===== src/rtl/mem_port_arbiter.sv =====
// mem_port_arbiter: two-requester single-port memory arbiter with bounded bursts
// and a one-cycle registered read return routed back to the granted requester.
module mem_port_arbiter #(
    parameter int MAX_BURST = 4
) (
    input  logic        iwClk,
    input  logic        iwRst,
    input  logic        iwReq0,
    input  logic        iwWe0,
    input  logic [31:0] iwAddr0,
    input  logic [31:0] iwWData0,
    input  logic [3:0]  iwWstrb0,
    input  logic        iwReq1,
    input  logic        iwWe1,
    input  logic [31:0] iwAddr1,
    input  logic [31:0] iwWData1,
    input  logic [3:0]  iwWstrb1,
    output logic        owGnt0,
    output logic        owRValid0,
    output logic [31:0] owRData0,
    output logic        owGnt1,
    output logic        owRValid1,
    output logic [31:0] owRData1,
    output logic [31:0] owMemReadAddr,
    output logic [31:0] owMemWriteAddr,
    output logic [31:0] owMemWriteData,
    output logic [3:0]  owMemWstrb,
    input  logic [31:0] iwMemReadData
);
    typedef enum logic [1:0] {IDLE, OWN0, OWN1} state_t;
    localparam logic [3:0] MAX = 4'(MAX_BURST);

    state_t      state_q, state_d;
    logic        last_q, last_d;
    logic [3:0]  cnt_q, cnt_d;
    logic        tag_vld_q, tag_vld_d;
    logic        tag_id_q, tag_id_d;
    logic        own, owner, req_own, req_oth, stay, gnt, sel, we, wr, rd;
    logic [31:0] addr, wdata;
    logic [3:0]  wstrb;

    always_comb begin
        own     = state_q != IDLE;
        owner   = state_q == OWN1;
        req_own = owner ? iwReq1 : iwReq0;
        req_oth = owner ? iwReq0 : iwReq1;
        stay    = req_own && (!req_oth || cnt_q < MAX);
        // From IDLE a tie goes to whoever was not served last.
        gnt     = !iwRst && (iwReq0 || iwReq1);
        sel     = own ? (stay ? owner : !owner) : ((iwReq0 && iwReq1) ? !last_q : iwReq1);
        we      = sel ? iwWe1 : iwWe0;
        addr    = sel ? iwAddr1 : iwAddr0;
        wdata   = sel ? iwWData1 : iwWData0;
        wstrb   = sel ? iwWstrb1 : iwWstrb0;
        wr      = gnt && we;
        rd      = gnt && !we;
        owGnt0  = gnt && !sel;
        owGnt1  = gnt && sel;
        owMemWriteAddr = wr ? addr : 32'd0;
        owMemWriteData = wr ? wdata : 32'd0;
        owMemWstrb     = wr ? wstrb : 4'd0;
        owMemReadAddr  = rd ? addr : 32'd0;
        state_d   = gnt ? (sel ? OWN1 : OWN0) : IDLE;
        last_d    = gnt ? sel : last_q;
        cnt_d     = !gnt ? 4'd0 : (own && sel == owner) ? ((cnt_q >= MAX) ? MAX : cnt_q + 4'd1) : 4'd1;
        tag_vld_d = rd;
        tag_id_d  = sel;
        owRValid0 = tag_vld_q && !tag_id_q && !iwRst;
        owRValid1 = tag_vld_q && tag_id_q && !iwRst;
        owRData0  = owRValid0 ? iwMemReadData : 32'd0;
        owRData1  = owRValid1 ? iwMemReadData : 32'd0;
    end

    always_ff @(posedge iwClk) begin
        if (iwRst) begin
            state_q   <= IDLE;
            last_q    <= 1'b1;
            cnt_q     <= 4'd0;
            tag_vld_q <= 1'b0;
            tag_id_q  <= 1'b0;
        end else begin
            state_q   <= state_d;
            last_q    <= last_d;
            cnt_q     <= cnt_d;
            tag_vld_q <= tag_vld_d;
            tag_id_q  <= tag_id_d;
        end
    end
endmodule


===== config.mk =====
export PLATFORM = sky130hd
export DESIGN_NAME = mem_port_arbiter
export DESIGN_NICKNAME = d
export VERILOG_FILES = /design/src/rtl/mem_port_arbiter.sv
export SDC_FILE = /design/constraint.sdc
export NUM_CORES = 1
export LEC_CHECK = 0
export CORE_AREA = 2 2 131 133
export DETAILED_ROUTE_END_ITERATION = 6
export DIE_AREA = 0 0 133 135
export SKIP_CTS_REPAIR_TIMING = 1
export SLEW_MARGIN = 20
export SYNTH_ARGS = -nofsm -noshare
export SYNTH_HDL_FRONTEND = slang
export SYNTH_SLANG_ARGS = --single-unit
export TNS_END_PERCENT = 30

===== constraint.sdc =====
create_clock -name iwClk -period 3.2 [get_ports iwClk]
set_input_delay 0.48 -clock iwClk [delete_from_list [all_inputs] [get_ports iwClk]]
set_output_delay 0.48 -clock iwClk [all_outputs]
set_load 0.005 [all_outputs]

Word level (Yosys, flattened, before mapping)
Cells that the tools add are included.
{"block": "word_totals", "ff_bits": 9, "latchBits": 0, "ram_bits": 0, "romBits": 0, "input_bits": 174, "out_inout_bits": 168, "n_memories": 0}
{"block": "classes", "n_addsub": 1, "multipliers": 0, "div": 0, "n_lt_le_gt_ge": 2, "eq_ne": 2, "shift": 0, "mux": 18, "bitwise_logic": 2, "n_reduce_logical": 25}
{"cell": "2-to-1 mux 32 bit", "count": 7}
{"cell": "logical AND 1 bit", "count": 12}
{"cell": "2-to-1 mux 4 bit", "count": 2}
{"cell": "zero test 1 bit", "count": 7}
{"cell": "2-to-1 mux 1 bit", "count": 7}
{"cell": "adder 4 x 1 -> 4 bit, second input constant", "count": 1}
{"cell": "greater-or-equal comparator 4 x 3 -> 1 bit, second input constant", "count": 1}
{"cell": "< comparator 4 x 3 -> 1 bit, second input constant", "count": 1}
{"cell": "OR reduction 4 bit", "count": 1}
{"cell": "2-to-1 mux 3 bit", "count": 1}
{"cell": "OR reduction 3 bit", "count": 1}
{"cell": "equality test 2 bit, second input constant", "count": 1}
{"cell": "logical OR 1 bit", "count": 2}
{"cell": "2-to-1 mux 2 bit", "count": 1}
{"cell": "NOT 1 bit", "count": 2}
{"cell": "nonzero test 2 bit", "count": 1}
{"cell": "OR reduction 2 bit", "count": 1}
{"cell": "equality test 1 bit", "count": 1}

Longest topological paths before layout
{"block": "depth", "depth_word": 11, "ltp_mapped": 7, "mapped_depth_nobuf": 4}

Worst setup path before layout
OpenSTA, ideal clock, no wires.
{"block": "synth_timing", "path_kind": "input to output", "from": "in iwReq1", "to": "out owMemReadAddr[10]", "arrival_time_ns": 1.621, "required_ns": 2.720, "slack_ns": 1.099, "stages": 7, "path_cell_list": "buf_4 -> o21ai_0 -> a311o_1 -> buf_2 -> buf_6 -> buf_6 -> mux2i_1"}
{"block": "synth_between", "elab_chain_cells": 10, "word_cells_on_any_way": 16, "cone_classes": "8 x mux; 8 x reduce/logical"}
{"item": "from (decl)", "line": "13", "text": "input logic iwReq1,"}
{"item": "2-to-1 mux 1 bit", "line": "46", "text": "req_oth = owner ? iwReq0 : iwReq1;"}
{"item": "zero test 1 bit", "line": "47", "text": "stay = req_own && (!req_oth || cnt_q < MAX);"}
{"item": "logical OR 1 bit", "line": "47"}
{"item": "logical AND 1 bit", "line": "47"}
{"item": "2-to-1 mux 1 bit (2 in series)", "line": "50", "text": "sel = own ? (stay ? owner : !owner) : ((iwReq0 && iwReq1) ? !last_q : iwReq1);"}
{"item": "2-to-1 mux 1 bit", "line": "51", "text": "we = sel ? iwWe1 : iwWe0;"}
{"item": "zero test 1 bit", "line": "56", "text": "rd = gnt && !we;"}
{"item": "logical AND 1 bit", "line": "56"}
{"item": "2-to-1 mux 32 bit (*)", "line": "62", "text": "owMemReadAddr = rd ? addr : 32'd0;"}
{"item": "to (decl)", "line": "24", "text": "output logic [31:0] owMemReadAddr,"}
Every way passes the cells marked *; elsewhere a longest branch is shown, timed or not.

Worst setup path after layout
{"block": "layout_timing", "from": "in iwRst", "to": "out owMemWriteData[16]"}
{"block": "layout_between", "elab_chain_cells": 4}
{"item": "from (decl)", "line": "7", "text": "input logic iwRst,"}
{"item": "zero test 1 bit", "line": "49", "text": "gnt = !iwRst && (iwReq0 || iwReq1);"}
{"item": "logical AND 1 bit", "line": "49"}
{"item": "logical AND 1 bit", "line": "55", "text": "wr = gnt && we;"}
{"item": "2-to-1 mux 32 bit", "line": "60", "text": "owMemWriteData = wr ? wdata : 32'd0;"}
{"item": "to (decl)", "line": "26", "text": "output logic [31:0] owMemWriteData,"}
Every way passes these cells.

==> impl_metrics.ini <==
[yosys]
syn_nets = 624
ys_ff_latch = 9
synth_edf_count = 0
ys_seq_area_frac = 0.0651
ys_top_cells_by_area = mux2i_1 36%, nand2_1 27%, and2_1 14%
synth_warnings = 0
async_reset_ff_frac = 0
syn_avg_cell_area_sq_um = 6.16
synth_cells = 449
yosys.area.top_type = mux2i_1
synth_ff_type = dfxtp_1
syn_area_sq_um = 2770
yosysTopAreaCellShare = 0.362
ys_types = 28

[floorplan]
dieHeight_microns = 135
fp-row-count = 47
core_area_sq_um = 16400
start_util = 0.169
dieWidth_microns = 133
ios = 342
dieArea_sq_um = 18000

[finish]
final_area_sq_um = 6780
multiInputGateArea_sq_um = 2390
register_area_sq_um = 180
layout.nets = 970
fillCellCount = 1683
antennaDiodeCount = 0
layout-drive-gt1-share = 0.0630
syn_to_final_growth_pct = 145

[critical_path]
critical_path.max_stage_delay_ps = 560
cp_common_cell = clkdlybuf4s50_1
cpMaxStageDelayCell = clkdlybuf4s50_1
reg2reg_setup_slack_ps = 1360
worstRegToRegCells = 6
worstPathArrival_ps = 2460
critical_path_class = primary input to primary output
cp-startpoint = iwRst
end_kind = primary output
crit_chain = clkdlybuf4s50_1 > o21bai_2 > nor2_4 > buf_12 > nand2_1 > mux2i_1 > clkdlybuf4s50_1
critPathMaxFanout = 39
r2r-end = tag_vld_q
crit_required_ps = 2720
r2r_start = cnt_q[2]
worstSetupStartpointType = primary input

[global_routing]
grt_overflow = 0
grt_pass1_vias = 3996
grt_pass1_wl_microns = 21800
track_usage = 0.150
grt_antenna_before_repair = 0
grt_max_degree = 40

[route]
drt_iter0_drc = 153
ant_nets = 0
wirelength_microns = 14600
drc = 0
via_per_inst = 4.10
first_pass_iters = 4
num_vias = 4161
post_drt_wl_per_cell_microns = 14.4

[timing]
report.final.setup_viol = 0
drv_slew = 0
max_freq_ghz = 0.340
finalCritPeriodShare = 0.920
rsz0062_at_grt = no
hold_viol_final = 0
fin_ws_ps = 256
post-route-min-period_ps = 2940
finClkSkew_ps = 1.13

[power_and_ir_drop]
powerDensity_nw_per_um2 = 212
netSwitchingPower_mw = 0.463
pwr-share-clk = 0.151
irDropWorstVdd_mv = 0.122
leakage_nw = 2.76
combPwrFrac = 0.758
fin_total_pwr_mw = 1.44
pwr-share-seq = 0.091
switching_share = 0.322
internal_power_mw = 0.973

[min_path]
hp-class = flip-flop to flip-flop
whs_endpoint = last_q
whs_path_depth = 2
worstHoldStart = last_q

[clock_network]
h-tree-depth = 1
clock_latency_ps = 230
tritoncts = yes
root_buffer = clkbuf_16
numCtsBuffers = 3
cts.sinks = 9
clk_pin_slew_worst_paths_ps = 40
cts_buffer_depth = 2

[placement]
portBuffers = 341
post_dp_cell_area_sq_um = 6600
place_congestion = 0.801
place_ws_ps = 10.2
hpwl_microns = 11700

[job]
maxCapViolCount = 0

[outcome]
outcome = finished clean
## metrics by stage
stage,TNS [ps],utilization,std cells,hold WS (ps)
floorplan,0,-,449,438
global placement,-2.12,0.402,1000,472
detailed placement,0,0.402,1000,471
finish,0,0.413,1014,485
CTS,-5.58,0.407,1004,481
global route,0,0.413,1014,526
## final cells by class
class,count,area share
Tap cell,220,0.0406
Multi-Input combinational cell,399,0.353
Sequential cell,9,0.0266
Inverter,2,0.00111
Clock buffer,4,0.0116
Timing Repair Buffer,380,0.567
## layout by cell type, fill, tap and decap left out
master,instances
a211oi_1,1
a21oi_1,2
a221oi_1,2
a311o_2,1
and2_1,64
and3_1,1
and3b_1,1
buf_12,9
buf_4,29
clkbuf_1,1
clkbuf_16,4
clkdlybuf4s50_1,338
conb_1,1
dfxtp_1,9
dlymetal6s2s_1,3
ha_1,1
inv_1,2
mux2_2,1
mux2i_1,100
nand2_1,202
nand2b_1,1
nand3b_1,1
nor2_1,6
nor2_2,2
nor2_4,2
nor2b_1,3
nor3_1,1
nor3b_2,1
o21ai_0,1
o21ai_1,2
o21bai_2,1
o31a_1,1
## Yosys cell counts, drive strengths merged (2+ instances only)
cell	count
nor2	10
a221oi	2
clkbuf	20
nand2	202
inv	2
dfxtp	9
a21oi	2
mux2i	100
o21ai	3
and2	64
buf	19
nor2b	3
## how the worst max path moves through the flow
stage | endpoint | slack, ps | depth (start not counted)
floorplan | owMemReadAddr[10] | 1100 | 7
global placement | owMemWriteData[14] | -2 | 8
detailed placement | owMemReadAddr[23] | 10 | 8
CTS | owMemReadAddr[23] | -6 | 8
global route | owMemWriteData[16] | 130 | 7
finish | owMemWriteData[16] | 260 | 7
## state kept, by name (all words and copies together) (netlist names)
register	flops
tag_id_q	1
state_q	2
tag_vld_q	1
last_q	1
cnt_q	4
## critical path, delay by kind of cell
kind / cells / cell delay, ps
compound gates: 1 / 290
simple gates: 2 / 260
buf+inv: 3 / 1200
mux: 1 / 210
## power groups by stage
stage / combinational (mW) / clock [mW] / sequential, mW
2_1_floorplan: 0.449 / 0 / 0.130
3_3_place_gp: 1.04 / 0 / 0.132
3_5_place_dp: 1.04 / 0 / 0.132
4_1_cts: 1.05 / 0.223 / 0.131
5_1_grt: 1.17 / 0.227 / 0.132
6_report: 1.09 / 0.217 / 0.131
## per-layer routing
metal  wire length, microns  track usage  vias up
li1                       -            -     2146
met5                      0            0        -
met3                   1100       0.0375       11
met2                   7590        0.285      167
met4                    116       0.0215        0
met1                   5830        0.172     1837
## cell families after synthesis
kind of cell | count (synthesis) | share of synthesized area
buffers and inverters | 41 | 0.0805
flip-flops | 9 | 0.0651
multiplexers | 101 | 0.366
AND/OR/NAND/NOR | 285 | 0.454
AO/OA/AOI/OAI | 11 | 0.0289
other | 1 | 0.00135
adder cells (fa/ha/maj) | 1 | 0.00452
(Power assumes the default switching activity.)
